$ cat src/rtl/mdu_pkg.sv
`default_nettype none
// ============================================================================
//  Module      : mdu_pkg
//  Description : Shared op encoding, FSM states and iteration count for the
//                HI/LO multiply/divide unit.
//  Revision    : 1.0  initial release
// ============================================================================
package mdu_pkg;

    localparam int ITER = 32;

    typedef enum logic [1:0] {
        OP_MULT  = 2'd0,
        OP_MULTU = 2'd1,
        OP_DIV   = 2'd2,
        OP_DIVU  = 2'd3
    } mdu_op_e;

    typedef enum logic [1:0] {
        IDLE = 2'd0,
        RUN  = 2'd1,
        FIX  = 2'd2
    } mdu_state_e;

    function automatic logic op_is_div(input mdu_op_e op);
        return (op == OP_DIV) || (op == OP_DIVU);
    endfunction

    function automatic logic op_is_signed(input mdu_op_e op);
        return (op == OP_DIV) || (op == OP_MULT);
    endfunction

endpackage
`default_nettype wire

$ cat src/rtl/mdu_step.sv
`default_nettype none
// ============================================================================
//  Module      : mdu_step
//  Description : One radix-2 iteration on the {acc, op} working pair:
//                shift-add for multiply, restoring compare-subtract for divide.
//  Revision    : 1.0  initial release
// ============================================================================
module mdu_step #(
    parameter int XLEN = 32
) (
    input  logic            i_is_div,
    input  logic [XLEN-1:0] i_acc,
    input  logic [XLEN-1:0] i_op,
    input  logic [XLEN-1:0] i_b,
    output logic [XLEN-1:0] o_acc,
    output logic [XLEN-1:0] o_op
);

    logic [XLEN:0] w_sum;
    logic [XLEN:0] w_rem_s;
    logic [XLEN:0] w_diff;
    logic          w_ge;

    always_comb begin
        // Multiply: op holds the remaining multiplier bits, product low half shifts into op.
        w_sum   = {1'b0, i_acc} + (i_op[0] ? {1'b0, i_b} : '0);
        // Divide: acc is the partial remainder, quotient bits shift into op.
        w_rem_s = {i_acc, i_op[XLEN-1]};
        w_diff  = w_rem_s - {1'b0, i_b};
        w_ge    = (w_rem_s >= {1'b0, i_b});

        if (i_is_div) begin
            o_acc = w_ge ? w_diff[XLEN-1:0] : w_rem_s[XLEN-1:0];
            o_op  = {i_op[XLEN-2:0], w_ge};
        end else begin
            o_acc = w_sum[XLEN:1];
            o_op  = {w_sum[0], i_op[XLEN-1:1]};
        end
    end

endmodule
`default_nettype wire

$ cat src/rtl/hilo_mdu.sv
`default_nettype none
// ============================================================================
//  Module      : hilo_mdu
//  Description : Iterative multiply/divide engine owning HI/LO, with a stall
//                handshake for HI/LO instructions issued while busy.
//  Revision    : 1.0  initial release
// ============================================================================
module hilo_mdu #(
    parameter int XLEN = 32,
    parameter int ITER = 32
) (
    input  logic            clk,
    input  logic            rst,
    input  logic            mult,
    input  logic            multu,
    input  logic            div,
    input  logic            divu,
    input  logic            mthi,
    input  logic            mtlo,
    input  logic            mfhi,
    input  logic            mflo,
    input  logic [XLEN-1:0] rs_in,
    input  logic [XLEN-1:0] rt_in,
    output logic [XLEN-1:0] hilo_out,
    output logic            stall,
    output logic            busy,
    output logic [XLEN-1:0] hi,
    output logic [XLEN-1:0] lo
);

    import mdu_pkg::*;

    localparam int CNT_W = $clog2(ITER);

    mdu_state_e        r_state;
    mdu_state_e        w_state_nxt;
    mdu_op_e           r_op;
    mdu_op_e           w_start_op;
    logic              w_start;
    logic              w_start_signed;
    logic              w_wr_hi;
    logic              w_wr_lo;
    logic              r_neg_a;
    logic              r_neg_b;
    logic [CNT_W-1:0]  r_count;
    logic [XLEN-1:0]   r_acc;
    logic [XLEN-1:0]   r_opnd;
    logic [XLEN-1:0]   r_b;
    logic [XLEN-1:0]   r_hi;
    logic [XLEN-1:0]   r_lo;
    logic [XLEN-1:0]   w_abs_a;
    logic [XLEN-1:0]   w_abs_b;
    logic [XLEN-1:0]   w_acc_nxt;
    logic [XLEN-1:0]   w_op_nxt;
    logic [2*XLEN-1:0] w_prod;
    logic [XLEN-1:0]   w_quo;
    logic [XLEN-1:0]   w_rem;
    logic [XLEN-1:0]   w_hi_res;
    logic [XLEN-1:0]   w_lo_res;

    // Strobe priority: div > divu > mult > multu > mthi > mtlo
    always_comb begin
        w_start    = 1'b1;
        w_start_op = OP_MULTU;
        if (div)        w_start_op = OP_DIV;
        else if (divu)  w_start_op = OP_DIVU;
        else if (mult)  w_start_op = OP_MULT;
        else if (multu) w_start_op = OP_MULTU;
        else            w_start    = 1'b0;
    end

    assign w_start_signed = op_is_signed(w_start_op);
    assign w_wr_hi        = mthi & ~w_start;
    assign w_wr_lo        = mtlo & ~w_start & ~mthi;
    assign w_abs_a        = (w_start_signed && rs_in[XLEN-1]) ? -rs_in : rs_in;
    assign w_abs_b        = (w_start_signed && rt_in[XLEN-1]) ? -rt_in : rt_in;

    mdu_step #(.XLEN(XLEN)) u_step (
        .i_is_div (op_is_div(r_op)),
        .i_acc    (r_acc),
        .i_op     (r_opnd),
        .i_b      (r_b),
        .o_acc    (w_acc_nxt),
        .o_op     (w_op_nxt)
    );

    // Sign correction; the neg flags are only ever set for signed ops.
    always_comb begin
        w_prod = {r_acc, r_opnd};
        if (r_neg_a ^ r_neg_b) w_prod = -w_prod;
        w_quo  = (r_neg_a ^ r_neg_b) ? -r_opnd : r_opnd;
        w_rem  = r_neg_a ? -r_acc : r_acc;
        if (op_is_div(r_op)) begin
            // Zero divisor: the remainder path already rebuilds the dividend.
            w_hi_res = w_rem;
            w_lo_res = (r_b == '0) ? '1 : w_quo;
        end else begin
            w_hi_res = w_prod[2*XLEN-1:XLEN];
            w_lo_res = w_prod[XLEN-1:0];
        end
    end

    always_ff @(posedge clk) begin
        if (rst) r_state <= IDLE;
        else     r_state <= w_state_nxt;
    end

    always_comb begin
        w_state_nxt = r_state;
        case (r_state)
            IDLE:    if (w_start) w_state_nxt = RUN;
            RUN:     if (r_count == CNT_W'(ITER - 1)) w_state_nxt = FIX;
            FIX:     w_state_nxt = IDLE;
            default: w_state_nxt = IDLE;
        endcase
    end

    always_ff @(posedge clk) begin
        if (rst) begin
            r_op    <= OP_MULTU;
            r_neg_a <= 1'b0;
            r_neg_b <= 1'b0;
            r_count <= '0;
            r_acc   <= '0;
            r_opnd  <= '0;
            r_b     <= '0;
            r_hi    <= '0;
            r_lo    <= '0;
        end else begin
            case (r_state)
                IDLE: begin
                    if (w_start) begin
                        r_op    <= w_start_op;
                        r_neg_a <= w_start_signed & rs_in[XLEN-1];
                        r_neg_b <= w_start_signed & rt_in[XLEN-1];
                        r_count <= '0;
                        r_acc   <= '0;
                        r_opnd  <= op_is_div(w_start_op) ? w_abs_a : w_abs_b;
                        r_b     <= op_is_div(w_start_op) ? w_abs_b : w_abs_a;
                    end else if (w_wr_hi) begin
                        r_hi <= rs_in;
                    end else if (w_wr_lo) begin
                        r_lo <= rs_in;
                    end
                end
                RUN: begin
                    r_acc   <= w_acc_nxt;
                    r_opnd  <= w_op_nxt;
                    r_count <= r_count + CNT_W'(1);
                end
                FIX: begin
                    r_hi <= w_hi_res;
                    r_lo <= w_lo_res;
                end
                default: ;
            endcase
        end
    end

    assign busy  = (r_state != IDLE);
    assign stall = busy & (mult | multu | div | divu | mthi | mtlo | mfhi | mflo);
    assign hi    = r_hi;
    assign lo    = r_lo;

    always_comb begin
        hilo_out = '0;
        if (!stall) begin
            if (mfhi)      hilo_out = r_hi;
            else if (mflo) hilo_out = r_lo;
        end
    end

endmodule
`default_nettype wire

$ cat config.mk
export PLATFORM = sky130hd
export DESIGN_NAME = hilo_mdu
export DESIGN_NICKNAME = d
export VERILOG_FILES = /design/src/rtl/mdu_pkg.sv /design/src/rtl/mdu_step.sv /design/src/rtl/hilo_mdu.sv
export SDC_FILE = /design/constraint.sdc
export NUM_CORES = 1
export LEC_CHECK = 0
export BUFFER_PORTS_ARGS = -buffer_cell sky130_fd_sc_hd__buf_2
export CORE_MARGIN = 8
export CORE_UTILIZATION = 45
export CTS_CLUSTER_DIAMETER = 30
export DETAILED_ROUTE_END_ITERATION = 7
export PLACE_DENSITY_LB_ADDON = 0.05
export SETUP_SLACK_MARGIN = 0.5
export SKIP_CTS_REPAIR_TIMING = 1
export SLEW_MARGIN = 20
export SYNTH_ARGS = -nofsm -noshare
export SYNTH_HDL_FRONTEND = slang
export SYNTH_SLANG_ARGS = --single-unit
$ cat constraint.sdc
create_clock -name clk -period 3.7 [get_ports clk]
set_input_delay 0.74 -clock clk [delete_from_list [all_inputs] [get_ports clk]]
set_output_delay 0.74 -clock clk [all_outputs]
set_load 0.02 [all_outputs]
### After elaboration in Yosys (flattened, before gate mapping)

Index checks and enable logic that the tools add are counted.

| word-level totals | value |
|---|---|
| register bits after elaboration | 171 |
| latch bits | 0 |
| memory bits (writable) | 0 |
| memory bits (read-only) | 0 |
| input port bits | 74 |
| output and inout bits | 98 |
| logic and storage cells | 104 |
| memories kept | 0 |

| cells by class | value |
|---|---|
| add/subtract/negate cells | 8 |
| multipliers | 0 |
| div/mod/pow operators | 0 |
| $lt $le $gt $ge | 1 |
| equality and inequality tests | 13 |
| shifts and indexed selects | 0 |
| muxes and demuxes | 40 |
| bitwise operators | 16 |
| reductions and logical operators | 16 |

Operators with widths:

| operator | count |
|---|---|
| 2-to-1 mux 32 bit | 23 |
| case mux 32 bit (2 select lines) | 4 |
| negation 32 bit | 4 |
| 2-to-1 mux 64 bit | 1 |
| negation 64 bit | 1 |
| adder 32 x 32 -> 33 bit | 1 |
| >= comparator 33 x 32 -> 1 bit | 1 |
| zero test 32 bit | 1 |
| subtractor 32 bit | 1 |
| != test 2 bit, second input constant | 6 |
| == test 2 bit, second input constant | 5 |
| case mux 5 bit (2 select lines) | 1 |
| 2-to-1 mux 2 bit | 4 |
| bitwise OR 1 bit | 7 |
| AND 1 bit | 6 |
| AND reduction 2 bit | 3 |
| nonzero test 2 bit | 3 |
| adder 5 x 1 -> 5 bit, second input constant | 1 |
| == test 5 bit, second input constant | 1 |
| 2-to-1 mux 1 bit | 5 |
| 2-to-1 mux 5 bit | 1 |
| zero test 2 bit | 2 |
| case mux 2 bit (2 select lines) | 1 |
| AND reduction 4 bit | 1 |
| other kinds (6) | 10 |

### Logic depth before layout (Yosys ltp)

Gate-level depths: netlist of run 1.

| logic depth | value |
|---|---|
| word-level depth | 11 |
| mapped depth | 14 |
| mapped depth without buffers | 13 |

### Hierarchy

From an unflattened synthesis of run 1, not the netlist that was laid out.

| unflattened totals | value |
|---|---|
| cells, all modules | 2,149 |
| area, all modules | 15,557.4 um^2 |

By module, submodules not included:

| module | instances | cells an instance | area an instance (um^2) | sequential area each (um^2) |
|---|---|---|---|---|
| hilo_mdu | 1 | 1,478 | 10,859.2 | 3,403.3 |
| mdu_step | 1 | 671 | 4,698.3 | 0.0 |

### Worst setup path after synthesis of run 1

OpenSTA, ideal clock, no wires.

| path | value |
|---|---|
| path type | flip-flop to flip-flop |
| start point | register r_opnd[0] |
| end point | register r_acc[31] |
| setup time | 117 ps |
| arrival time | 2,953 ps |
| data required time | 3,583 ps |
| path slack | 629 ps |
| cell stages (with the launch flop) | 15 |
| path buffers | 2 |
| clock period less this slack | 3,071 ps |
| path through | dfxtp_1 -> inv_1 -> clkbuf_1 -> nor2_1 -> ha_1 -> clkbuf_1 -> a21oi_1 -> nor2_1 -> o311ai_0 -> a21oi_1 -> or3_1 -> o221a_2 -> nor4_1 -> nor3_1 -> a32o_1 |

| between the ends | value |
|---|---|
| longest elaborated chain between the ends | 4 |

Ends and longest elaborated chain:

| item | line | text |
|---|---|---|
| start: declaration | hilo_mdu.sv:47 | `logic [XLEN-1:0] r_opnd;` |
| start signal: assignment | hilo_mdu.sv:138 | `r_opnd <= op_is_div(w_start_op) ? w_abs_a : w_abs_b;` |
| start signal: assignment | hilo_mdu.sv:148 | `r_opnd <= w_op_nxt;` |
| 2-to-1 mux 32 bit | mdu_step.sv:26 | `w_sum = {1'b0, i_acc} + (i_op[0] ? {1'b0, i_b} : '0);` |
| adder 32 x 32 -> 33 bit | mdu_step.sv:26 |  |
| 2-to-1 mux 32 bit | mdu_step.sv:32 | `if (i_is_div) begin` |
| case mux 32 bit (2 select lines) | hilo_mdu.sv:130 | `case (r_state)` |
| end signal: assignment | hilo_mdu.sv:147 | `r_acc <= w_acc_nxt;` |
| end: declaration | hilo_mdu.sv:46 | `logic [XLEN-1:0] r_acc;` |

No other way between the ends.
A chain may end at the register's enable or synchronous reset.

### Final worst setup path of run 1

| path | value |
|---|---|
| start point | register r_opnd[0] |
| end point | register r_acc[25] |

Same word-level chain as after synthesis.

==> results by group, run 1 <==
Synth
  – Post-synthesis mux area share: just over 3%
  – Synth Area in Adders: 5.92%
  – Synth Area in XOR/XNOR: 9.34%
  – Post-Synth Simple-Gate Area: 23.7%
  – Dominant cell type by area after synthesis: dfxtp_1
  – Main combinational cell family by area after synthesis: compound AO/OA/AOI/OAI gates
  – Mapped Nets: 2326
  – Post-Syn Instances: 2180
  – Post-synth top flop: dfxtp_1
  – Netlist cell types: 83
  – Synth Warn #: 0
  – Area contributors post-synth: dfxtp_1 (22%), a21oi_1 (8.1%), nor2_1 (7.3%), nand2_1 (5.7%), ha_1 (5.7%)
  – Post-synthesis async set-or-reset flop share: 0%
  – Most frequent cell after synthesis: nor2_1
  – Complex-gate fraction of the synthesized area: 30.2%
  – Post-synth EDFFs: 0
  – Syn Std Cell Area: 15500 µm²
  – Most frequent cells after synthesis: nor2_1 (301), a21oi_1 (250), nand2_1 (235)
  – Seq/Total Area, Yosys: a little over a fifth
  – Top-area cell type share of the netlist area: 22.0%
  – Register bit total from synthesis: 170
  – Syn avg cell area: around 7.1 µm²

Layout
  – Final #Nets: 2493
  – Share of cells above drive strength 1: between 20% and 30%
  – Multi-input logic area: 11900 µm²
  – Layout overhead on the synthesized area: 20.6%
  – FF/Latch Area: around 3400 µm²
  – # fillers: 3415
  – Util after Layout: 54.5%

STA
  – Max frequency: a little over 300 MHz
  – Final hold violation count: 0
  – RSZ-0062 raised after global routing: yes
  – Setup violators final: 0
  – Worst-Margin Slew: around 1.1 ns
  – Post-route minimum period: 3.26 ns
  – Setup TNS: 0 ns
  – Max_slew headroom: 27.6%
  – Fin crit share: approximately 88%
  – Max-slew violations: 0
  – Clk_skew: 0.0111 ns

Placed design
  – IO Port Bufs: 171
  – Detail Placement HPWL: 50200 µm
  – Gpl congestion: 0.994

Min path
  – Min-Delay Path Class: reg -> reg

Floorplanning
  – Initial Util: 45.2%
  – Die X-Extent: 201 µm
  – Die area: approximately 41000 µm²
  – Ports: about 170
  – Chip height: 201 µm
  – Core Rows: 68
  – Core area: 34200 µm²

GRT
  – Global Route Usage Sum: 30.1%
  – Vias in the first global route: 15900
  – First-pass GRT wire length: a little under 100000 µm
  – Total grt overflow: 0
  – Antenna violations before repair: 2
  – Largest net degree at the start of global routing: 138

Setup path
  – Worst setup SP type: flop
  – Crit path cell chain: buf_6, inv_8, nor2_2, ha_1, nor2b_4, o31a_1, o31a_1, o41ai_2, buf_4, buf_4, buf_6, nand2b_4, a41o_1, a311oi_2, xor2_1, o221ai_1
  – Worst EP required: 4.01 ns
  – CP max stage cell: dfxtp_4
  – Largest delay share family, worst path: compound AO/OA/AOI/OAI gates
  – Critical Path Max Stage Delay: 0.35 ns
  – Worst-path fanout max: 4
  – Crit Path Class: reg -> reg
  – Worst setup EP type: flop
  – Crit path buf inv count: 5
  – Arrival @ worst endpoint: approximately 3.6 ns

CTS
  – Htree depth: 4
  – Root buffer cell: clkbuf_16
  – Clk Latency, worst-skew pair: ~0.45 ns
  – CTS tree: done
  – Num Clock Sinks: 170
  – Clock slew at reported path FFs: 0.07 ns
  – Clock Path Buffers: 2
  – Num CTS Buffers: 17

Route
  – Vias per inst: about 6.2
  – Wire per inst: around 23 µm
  – DRT iter0 DRCs: between 1500 and 2000
  – Final WL: roughly 65000 µm
  – Vias: approximately 18000
  – Final antenna-violating net count: 0
  – TritonRoute pass-1 iters: 5
  – Residual DRC: 0

Power and ir drop
  – Switching Share: between 30% and 40%
  – P_sw: 2.67 mW
  – Sequential Power Share: 31.6%
  – Internal: 4.06 mW
  – Logic pwr share: 40.6%
  – Clock share of power: 27.8%
  – Power Density: 361 nW/µm²
  – Static leakage: 7.81 nW
  – VDD IR max: 0.359 mV

Run
  – Maxcap violations: 0

Outcome
  – Run status: complete, no violations
registers in the layout, indices dropped and copies added, names as in the netlist:
| signal | count |
|---|---|
| r_opnd | 32 |
| r_acc | 32 |
| r_neg_a | 1 |
| r_state | 2 |
| hi | 32 |
| r_b | 32 |
| r_count | 5 |
| r_op | 1 |
| r_neg_b | 1 |
| lo | 32 |
worst paths after layout:
check | from | to | slack [ns] | depth (start not counted)
setup / recovery | r_opnd[0]$_SDFFE_PP0P_ | r_acc[25]$_SDFFE_PP0P_ | 0.44 | 16
hold / removal | r_b[10]$_SDFFE_PP0P_ | r_b[10]$_SDFFE_PP0P_ | 0.46 | 2
setup reg to reg | r_opnd[0]$_SDFFE_PP0P_ | r_acc[25]$_SDFFE_PP0P_ | 0.44 | 16
hold reg to reg | r_b[10]$_SDFFE_PP0P_ | r_b[10]$_SDFFE_PP0P_ | 0.46 | 2
area by class of cell:
cell class	instances	share of cell area (%)
diodes	2	0.0268
clock buffers	20	2.34
clock inverters	11	0.791
inverters	60	1.25
multi-input cells	1789	63.6
flip-flops and latches	170	18.3
well taps	455	3.05
repair buffers	309	10.6
power groups by stage:
stage                     logic [mW]  registers (mW)  clock network [mW]
after global placement          2.48            2.15                   0
after global routing            2.94            2.14                1.96
after floorplan                 1.70            2.11                   0
after CTS                       2.51            2.11                1.89
final                           2.73            2.13                1.87
after detailed placement        2.50            2.15                   0
layout by cell type (no fill, tap or decap), types with 9 or more instances in the layout:
| cell | netlist | routed |
|---|---|---|
| a211oi_1 | 88 | 86 |
| a21o_1 | 38 | 38 |
| a21oi_1 | 250 | 239 |
| a21oi_2 | 0 | 9 |
| a221oi_1 | 17 | 16 |
| a22oi_1 | 9 | 9 |
| a311oi_1 | 13 | 12 |
| a31oi_1 | 21 | 18 |
| and3_1 | 12 | 11 |
| buf_2 | 9 | 170 |
| buf_4 | 2 | 128 |
| clkbuf_16 | 0 | 18 |
| dfxtp_1 | 170 | 163 |
| ha_1 | 70 | 42 |
| ha_2 | 0 | 11 |
| ha_4 | 0 | 17 |
| inv_1 | 60 | 55 |
| mux2_2 | 9 | 9 |
| mux2i_1 | 38 | 37 |
| nand2_1 | 235 | 235 |
| nand2b_1 | 18 | 15 |
| nand3_1 | 31 | 30 |
| nand4_1 | 14 | 14 |
| nor2_1 | 301 | 288 |
| nor2_4 | 2 | 10 |
| nor2b_1 | 19 | 15 |
| nor3_1 | 43 | 39 |
| nor4_1 | 19 | 16 |
| o211ai_1 | 37 | 37 |
| o21a_1 | 18 | 18 |
| o21ai_0 | 97 | 85 |
| o21ai_1 | 5 | 14 |
| o221ai_1 | 9 | 9 |
| o31ai_1 | 20 | 17 |
| o41ai_1 | 16 | 14 |
| or2_2 | 9 | 9 |
| or3_1 | 22 | 22 |
| xnor2_1 | 88 | 88 |
| xor2_1 | 77 | 77 |
per-stage QoR:
step	hold slack, ns	setup slack, ns	std cells	power [mW]	cell area (µm²)
finish	0.459	0.444	2816	6.73	18700
global route	0.475	0.332	2816	7.04	18700
CTS	0.455	-0.0509	2789	6.51	17800
detailed placement	0.446	-0.0329	2758	4.65	17200
global placement	0.443	0.0417	2758	4.63	17200
floorplan	0.432	0.629	2180	3.81	15500
metal layers:
metal | track usage [%] | vias to the layer above | share of wire (%)
met2 | 44.1 | 860 | 42
met1 | 44.4 | 8320 | 46
met5 | 0 | - | 0
met4 | 6.89 | 0 | 2.2
li1 | - | 8263 | -
met3 | 6.08 | 82 | 9.5
logic make-up (layout without fill, tap and decap cells):
| kind of cell | Yosys count | count (layout) |
|---|---|---|
| xor gates and xnor gates | 165 | 165 |
| buffers and inverters | 221 | 400 |
| muxes | 47 | 47 |
| and+or+nand+nor | 787 | 787 |
| other | 0 | 2 |
| DFF | 170 | 170 |
| AOI/OAI and AO/OA | 718 | 718 |
| adders and majority gates | 72 | 72 |
worst reg2reg max path, cell delays in order (launching register included):
cell      delay [ns]
dfxtp_4         0.35
buf_6           0.12
inv_8           0.07
nor2_2          0.04
ha_1            0.30
nor2b_4         0.13
o31a_1          0.32
o31a_1          0.35
o41ai_2         0.22
buf_4           0.19
buf_4           0.11
buf_6           0.09
nand2b_4        0.06
a41o_1          0.19
a311oi_2        0.21
xor2_1          0.23
o221ai_1        0.13
Note: power is estimated with default switching activity, not from simulation.
==> inputs of run 2 (changes only) <==
--- a/config.mk
+++ b/config.mk
@@ -6,10 +6,10 @@
 export NUM_CORES = 1
 export LEC_CHECK = 0
 export BUFFER_PORTS_ARGS = -buffer_cell sky130_fd_sc_hd__buf_2
-export CORE_MARGIN = 8
+export CORE_MARGIN = 2
 export CORE_UTILIZATION = 45
-export CTS_CLUSTER_DIAMETER = 30
 export DETAILED_ROUTE_END_ITERATION = 7
+export GPL_ROUTABILITY_DRIVEN = 0
 export PLACE_DENSITY_LB_ADDON = 0.05
 export SETUP_SLACK_MARGIN = 0.5
 export SKIP_CTS_REPAIR_TIMING = 1
==> results by group, run 2 (synthesized netlist as in run 1, its figures left out) <==
Route
  – DRT iter0 DRCs: 1966 (+6.2%)
  – Residual DRC: 0 (unchanged)
  – Wire per inst: 22.6 µm (-1.6%)
  – TritonRoute pass-1 iters: 6 (+1)
  – Final WL: 62900 µm (-2.6%)
  – Vias: 17500 (-0.37%)
  – Final antenna-violating net count: 0 (unchanged)
  – Vias per inst: 6.26 (+0.67%)

Setup path
  – Crit Path Class: reg -> reg
  – Worst setup SP type: flop
  – Arrival @ worst endpoint: 3.49 ns (-0.08 ns)
  – Worst setup EP type: flop
  – Worst EP required: 4.02 ns (about the same)
  – Worst-path fanout max: 3 (-1)

Layout
  – Final #Nets: 2471 (-0.88%)
  – Final instance area: 18200 µm² (-2.2%)
  – Layout overhead on the synthesized area: 18.0%
  – Util after Layout: 54.2% (-0.40 points)
  – Leading cell types in the layout, fill and taps excluded: nor2_1 (296), a21oi_1 (241), nand2_1 (234)
  – Most common cell after layout, fill and taps aside: nor2_1
  – Share of cells above drive strength 1: 19.7% (-1.5 points)

Placed design
  – Placed Area: 17000 µm² (-0.97%)
  – IO Port Bufs: 171 (unchanged)
  – Detail Placement HPWL: 48700 µm (-2.9%)

Floorplanning
  – Die X-Extent: 189 µm (-6.0%)
  – Initial Util: 45.9% (+0.68 points)
  – Die area: 35900 µm² (-12%)
  – Ports: 172 (unchanged)
  – Core area: 33700 µm² (-1.5%)
  – Core Rows: 67 (-1.5%)
  – Chip height: 189 µm (-6.0%)

Outcome
  – Run status: complete, no violations

Power and ir drop
  – Final Power: 6.71 mW (-0.26%)
  – Power Density: 368 nW/µm² (+2.0%)
  – VDD IR max: 0.358 mV (-0.26%)
  – Static leakage: 7.65 nW (-2.1%)

GRT
  – Met3 usage: 5.69% (-0.39 points)
  – Total grt overflow: 0 (unchanged)
  – Met2 Use GR: 49.9% (+5.8 points)
  – M1 GR Usage: 49.2% (+4.8 points)
  – Grt peak-use layer: met2
  – Global Route Usage Sum: 33.6% (+3.5 points)
  – Antenna violations before repair: 2 (unchanged)
  – First-pass GRT wire length: 93100 µm (-4.1%)
  – Vias in the first global route: 15500 (-2.8%)
  – Largest net degree at the start of global routing: 88 (-36%)

CTS
  – Htree depth: 4 (unchanged)
  – Clock slew at reported path FFs: 0.08 ns (about the same)
  – Root buffer cell: clkbuf_16
  – Clock Path Buffers: 2 (unchanged)
  – Num Clock Sinks: 170 (unchanged)
  – Clk Latency, worst-skew pair: 0.45 ns (about the same)
  – CTS tree: done
  – Num CTS Buffers: 17 (unchanged)

STA
  – Setup TNS: 0 ns (unchanged)
  – Final hold violation count: 0 (unchanged)
  – Max_slew headroom: 47.4% (+20 points)
  – Max-slew violations: 0 (unchanged)
  – RSZ-0062 raised after global routing: yes
  – Setup violators final: 0 (unchanged)
  – Fin crit share: 85.8% (-2.2 points)
  – Max frequency: 315 MHz (+2.5%)
  – Clk_skew: 0.0114 ns (+0.000273 ns)
  – Fin Hold WS: 0.454 ns (-0.00453 ns)
  – Worst-Margin Slew: 0.789 ns (-0.297 ns)
  – Post-route minimum period: 3.18 ns (-0.0799 ns)

Min path
  – Min-Delay Path Class: reg -> reg

Run
  – Maxcap violations: 0 (unchanged)
==> run 2: worst paths after layout <==
kind                                             start                     end  slack, ns  cells past startpoint
worst min-delay path               r_b[5]$_SDFFE_PP0P_     r_b[5]$_SDFFE_PP0P_       0.45                      2
worst min register to register     r_b[5]$_SDFFE_PP0P_     r_b[5]$_SDFFE_PP0P_       0.45                      2
worst max-delay path            r_opnd[0]$_SDFFE_PP0P_  r_acc[25]$_SDFFE_PP0P_       0.52                     15
worst max register to register  r_opnd[0]$_SDFFE_PP0P_  r_acc[25]$_SDFFE_PP0P_       0.52                     15
==> run 2: per-layer routing <==
layer | share of wire [%] | vias to the layer above
met5 | 0 | -
met1 | 46 | 8274
li1 | - | 8197
met4 | 2.8 | 0
met3 | 9.7 | 113
met2 | 42 | 876
==> run 2: report_power, final <==
group	switching (mW)	internal (mW)
Clock	0.892	0.965
Combinational	1.68	1.05
Sequential	0.175	1.95
==> run 2: cell type report <==
class	count	area, µm²
Clock buffer	19	443
Inverter	60	228
Fill cell	3363	15500
Tap cell	448	561
Sequential cell	170	3420
Clock inverter	12	134
Timing Repair Buffer	287	1820
Multi-Input combinational cell	1789	11600
Antenna cell	2	5.00
==> run 2: critical path, stage by stage, from the launching register on <==
cell	delay (ns)
dfxtp_2	0.34
buf_6	0.12
and2_4	0.15
ha_4	0.16
inv_2	0.05
fa_2	0.21
nor2b_2	0.05
o31a_1	0.31
o31a_1	0.32
o41ai_2	0.24
buf_4	0.22
nand2b_4	0.06
a41o_1	0.24
a311oi_2	0.26
xor2_1	0.18
o221ai_1	0.12
==> run 2: stage by stage <==
step | instances | worst slack [ns]
floorplan | 2180 | 0.629
global placement | 2730 | 0.262
detailed placement | 2730 | 0.220
CTS | 2761 | 0.195
global route | 2787 | 0.425
finish | 2787 | 0.524
==> inputs of run 3 (changes only) <==
--- a/config.mk
+++ b/config.mk
@@ -10,8 +10,7 @@
 export CORE_UTILIZATION = 45
 export DETAILED_ROUTE_END_ITERATION = 7
 export GPL_ROUTABILITY_DRIVEN = 0
-export PLACE_DENSITY_LB_ADDON = 0.05
-export SETUP_SLACK_MARGIN = 0.5
+export PLACE_DENSITY = 0.61
 export SKIP_CTS_REPAIR_TIMING = 1
 export SLEW_MARGIN = 20
 export SYNTH_ARGS = -nofsm -noshare
==> results by group, run 3 (synthesized netlist as in run 1, its figures left out) <==
STA
  – Setup TNS: 0 ns (unchanged)
  – Max_slew headroom: 36.6% (-11 points)
  – Max-slew violations: 0 (unchanged)
  – Fin Hold WS: 0.457 ns (+0.00281 ns)
  – Post-route minimum period: 3.54 ns (+0.363 ns)
  – Final hold violation count: 0 (unchanged)
  – Fin crit share: 95.6% (+9.8 points)
  – Setup violators final: 0 (unchanged)
  – Final critical-path setup slack: 0.161 ns (-0.363 ns)
  – Clk_skew: 0.0186 ns (+0.00718 ns)
  – RSZ-0062 raised after global routing: no
  – Max frequency: 283 MHz (-10%)
  – Worst-Margin Slew: 0.951 ns (+0.162 ns)

CTS
  – Num Clock Sinks: 170 (unchanged)
  – Root buffer cell: clkbuf_16
  – Num CTS Buffers: 17 (unchanged)
  – CTS tree: done
  – Clock slew at reported path FFs: 0.08 ns (about the same)
  – Htree depth: 4 (unchanged)
  – Clk Latency, worst-skew pair: 0.46 ns (about the same)
  – Clock Path Buffers: 2 (unchanged)

GRT
  – Largest net degree at the start of global routing: 88 (unchanged)
  – Vias in the first global route: 15500 (+0.37%)
  – Antenna violations before repair: 2 (unchanged)
  – Total grt overflow: 0 (unchanged)
  – First-pass GRT wire length: 92200 µm (-0.87%)
  – Global Route Usage Sum: 33.0% (-0.60 points)

Power and ir drop
  – VDD IR max: 0.356 mV (-0.43%)
  – Final Power: 6.56 mW (-2.3%)
  – Power Density: 373 nW/µm² (+1.3%)
  – Static leakage: 7.47 nW (-2.3%)

Setup path
  – Worst setup path startpoint: r_b[21]$_SDFFE_PP0P_
  – FF-to-FF setup slack: 0.16 ns (-0.36 ns)
  – Crit Path Class: reg -> reg
  – Worst EP required: 4.04 ns (+0.02 ns)
  – Worst setup EP type: flop
  – Arrival @ worst endpoint: 3.88 ns (+0.39 ns)
  – Crit Reg-Reg Startpoint: r_b[21]$_SDFFE_PP0P_
  – Worst setup SP type: flop
  – CP Capture Point: r_acc[16]$_SDFFE_PP0P_
  – Worst-case reg-to-reg path depth: 13 (-2)
  – Worst-path fanout max: 34 (+31)
  – R2R Path End: r_acc[16]$_SDFFE_PP0P_

Placed design
  – Pre-CTS WS: 0.0596 ns (-0.160 ns)
  – Detail Placement HPWL: 47500 µm (-2.5%)
  – IO Port Bufs: 171 (unchanged)
  – Cell total after placement: 2720 (-0.37%)
  – Placed Area: 17000 µm² (-0.43%)

Floorplanning
  – Die X-Extent: 189 µm (unchanged)
  – Die area: 35900 µm² (unchanged)
  – Core Rows: 67 (unchanged)
  – Ports: 172 (unchanged)
  – Chip height: 189 µm (unchanged)
  – Core area: 33700 µm² (unchanged)
  – Initial Util: 45.9% (unchanged)

Layout
  – Most common cell after layout, fill and taps aside: nor2_1
  – Leading cell types in the layout, fill and taps excluded: nor2_1 (297), a21oi_1 (249), nand2_1 (235)
  – Final instance area: 17600 µm² (-3.6%)
  – Share of cells above drive strength 1: 15.2% (-4.4 points)
  – Layout overhead on the synthesized area: 13.7%
  – Layout Cells excl Fill: 2754 (-1.2%)
  – Final #Nets: 2437 (-1.4%)
  – Util after Layout: 52.2% (-2.0 points)

Route
  – Residual DRC: 0 (unchanged)
  – Final antenna-violating net count: 0 (unchanged)
  – DRT iter0 DRCs: 2062 (+4.9%)
  – TritonRoute pass-1 iters: 6 (unchanged)
  – Vias per inst: 6.29 (+0.44%)
  – Wire per inst: 22.0 µm (-2.3%)
  – Vias: 17300 (-0.74%)
  – Final WL: 60700 µm (-3.4%)

Min path
  – Min-Delay Path Class: reg -> reg

Outcome
  – Run status: complete, no violations

Run
  – Maxcap violations: 0 (unchanged)
[run 3: worst max-delay path, stage by stage, from the launching register on]
cell and delay (ns):
dfxtp_1 0.34, inv_1 0.10, ha_1 0.46, and2_1 0.26, a22oi_1 0.20, a21oi_1 0.17
nor4_2 0.42, nor2_1 0.18, a41oi_4 0.32, buf_12 0.25, buf_4 0.20, mux2i_1 0.20
nor2_1 0.05, a221o_1 0.25
[run 3: power by group]
group          switching [mW]  internal [mW]  leakage [nW]
registers               0.175           1.95          1.39
clock network           0.969          0.924         0.295
logic                    1.62          0.927          5.79
[run 3: worst min path at each step]
stage                               from              endpoint  slack (ns)  depth (start not counted)
floorplan           r_b[10]$_SDFFE_PP0P_  r_b[10]$_SDFFE_PP0P_        0.43                          2
global placement    r_b[23]$_SDFFE_PP0P_  r_b[23]$_SDFFE_PP0P_        0.44                          2
detailed placement  r_b[20]$_SDFFE_PP0P_  r_b[20]$_SDFFE_PP0P_        0.45                          2
CTS                 r_b[20]$_SDFFE_PP0P_  r_b[20]$_SDFFE_PP0P_        0.46                          2
global route        r_b[24]$_SDFFE_PP0P_  r_b[24]$_SDFFE_PP0P_        0.48                          2
finish              r_b[18]$_SDFFE_PP0P_  r_b[18]$_SDFFE_PP0P_        0.46                          2
[run 3: final cells by class]
class,instances,area [µm²]
Clock buffer,17,425
Tap cell,448,561
Multi-Input combinational cell,1789,11300
Antenna cell,2,5.00
Timing Repair Buffer,253,1510
Fill cell,3396,16100
Inverter,60,225
Clock inverter,15,193
Sequential cell,170,3410
[run 3: layer usage]
layer | track usage (%) | up-vias | share of wire, %
met5 | 0 | - | 0
met4 | 11.9 | 0 | 3.3
met3 | 5.82 | 117 | 9.6
met2 | 48.5 | 884 | 42
met1 | 48.0 | 8191 | 45
li1 | - | 8138 | -
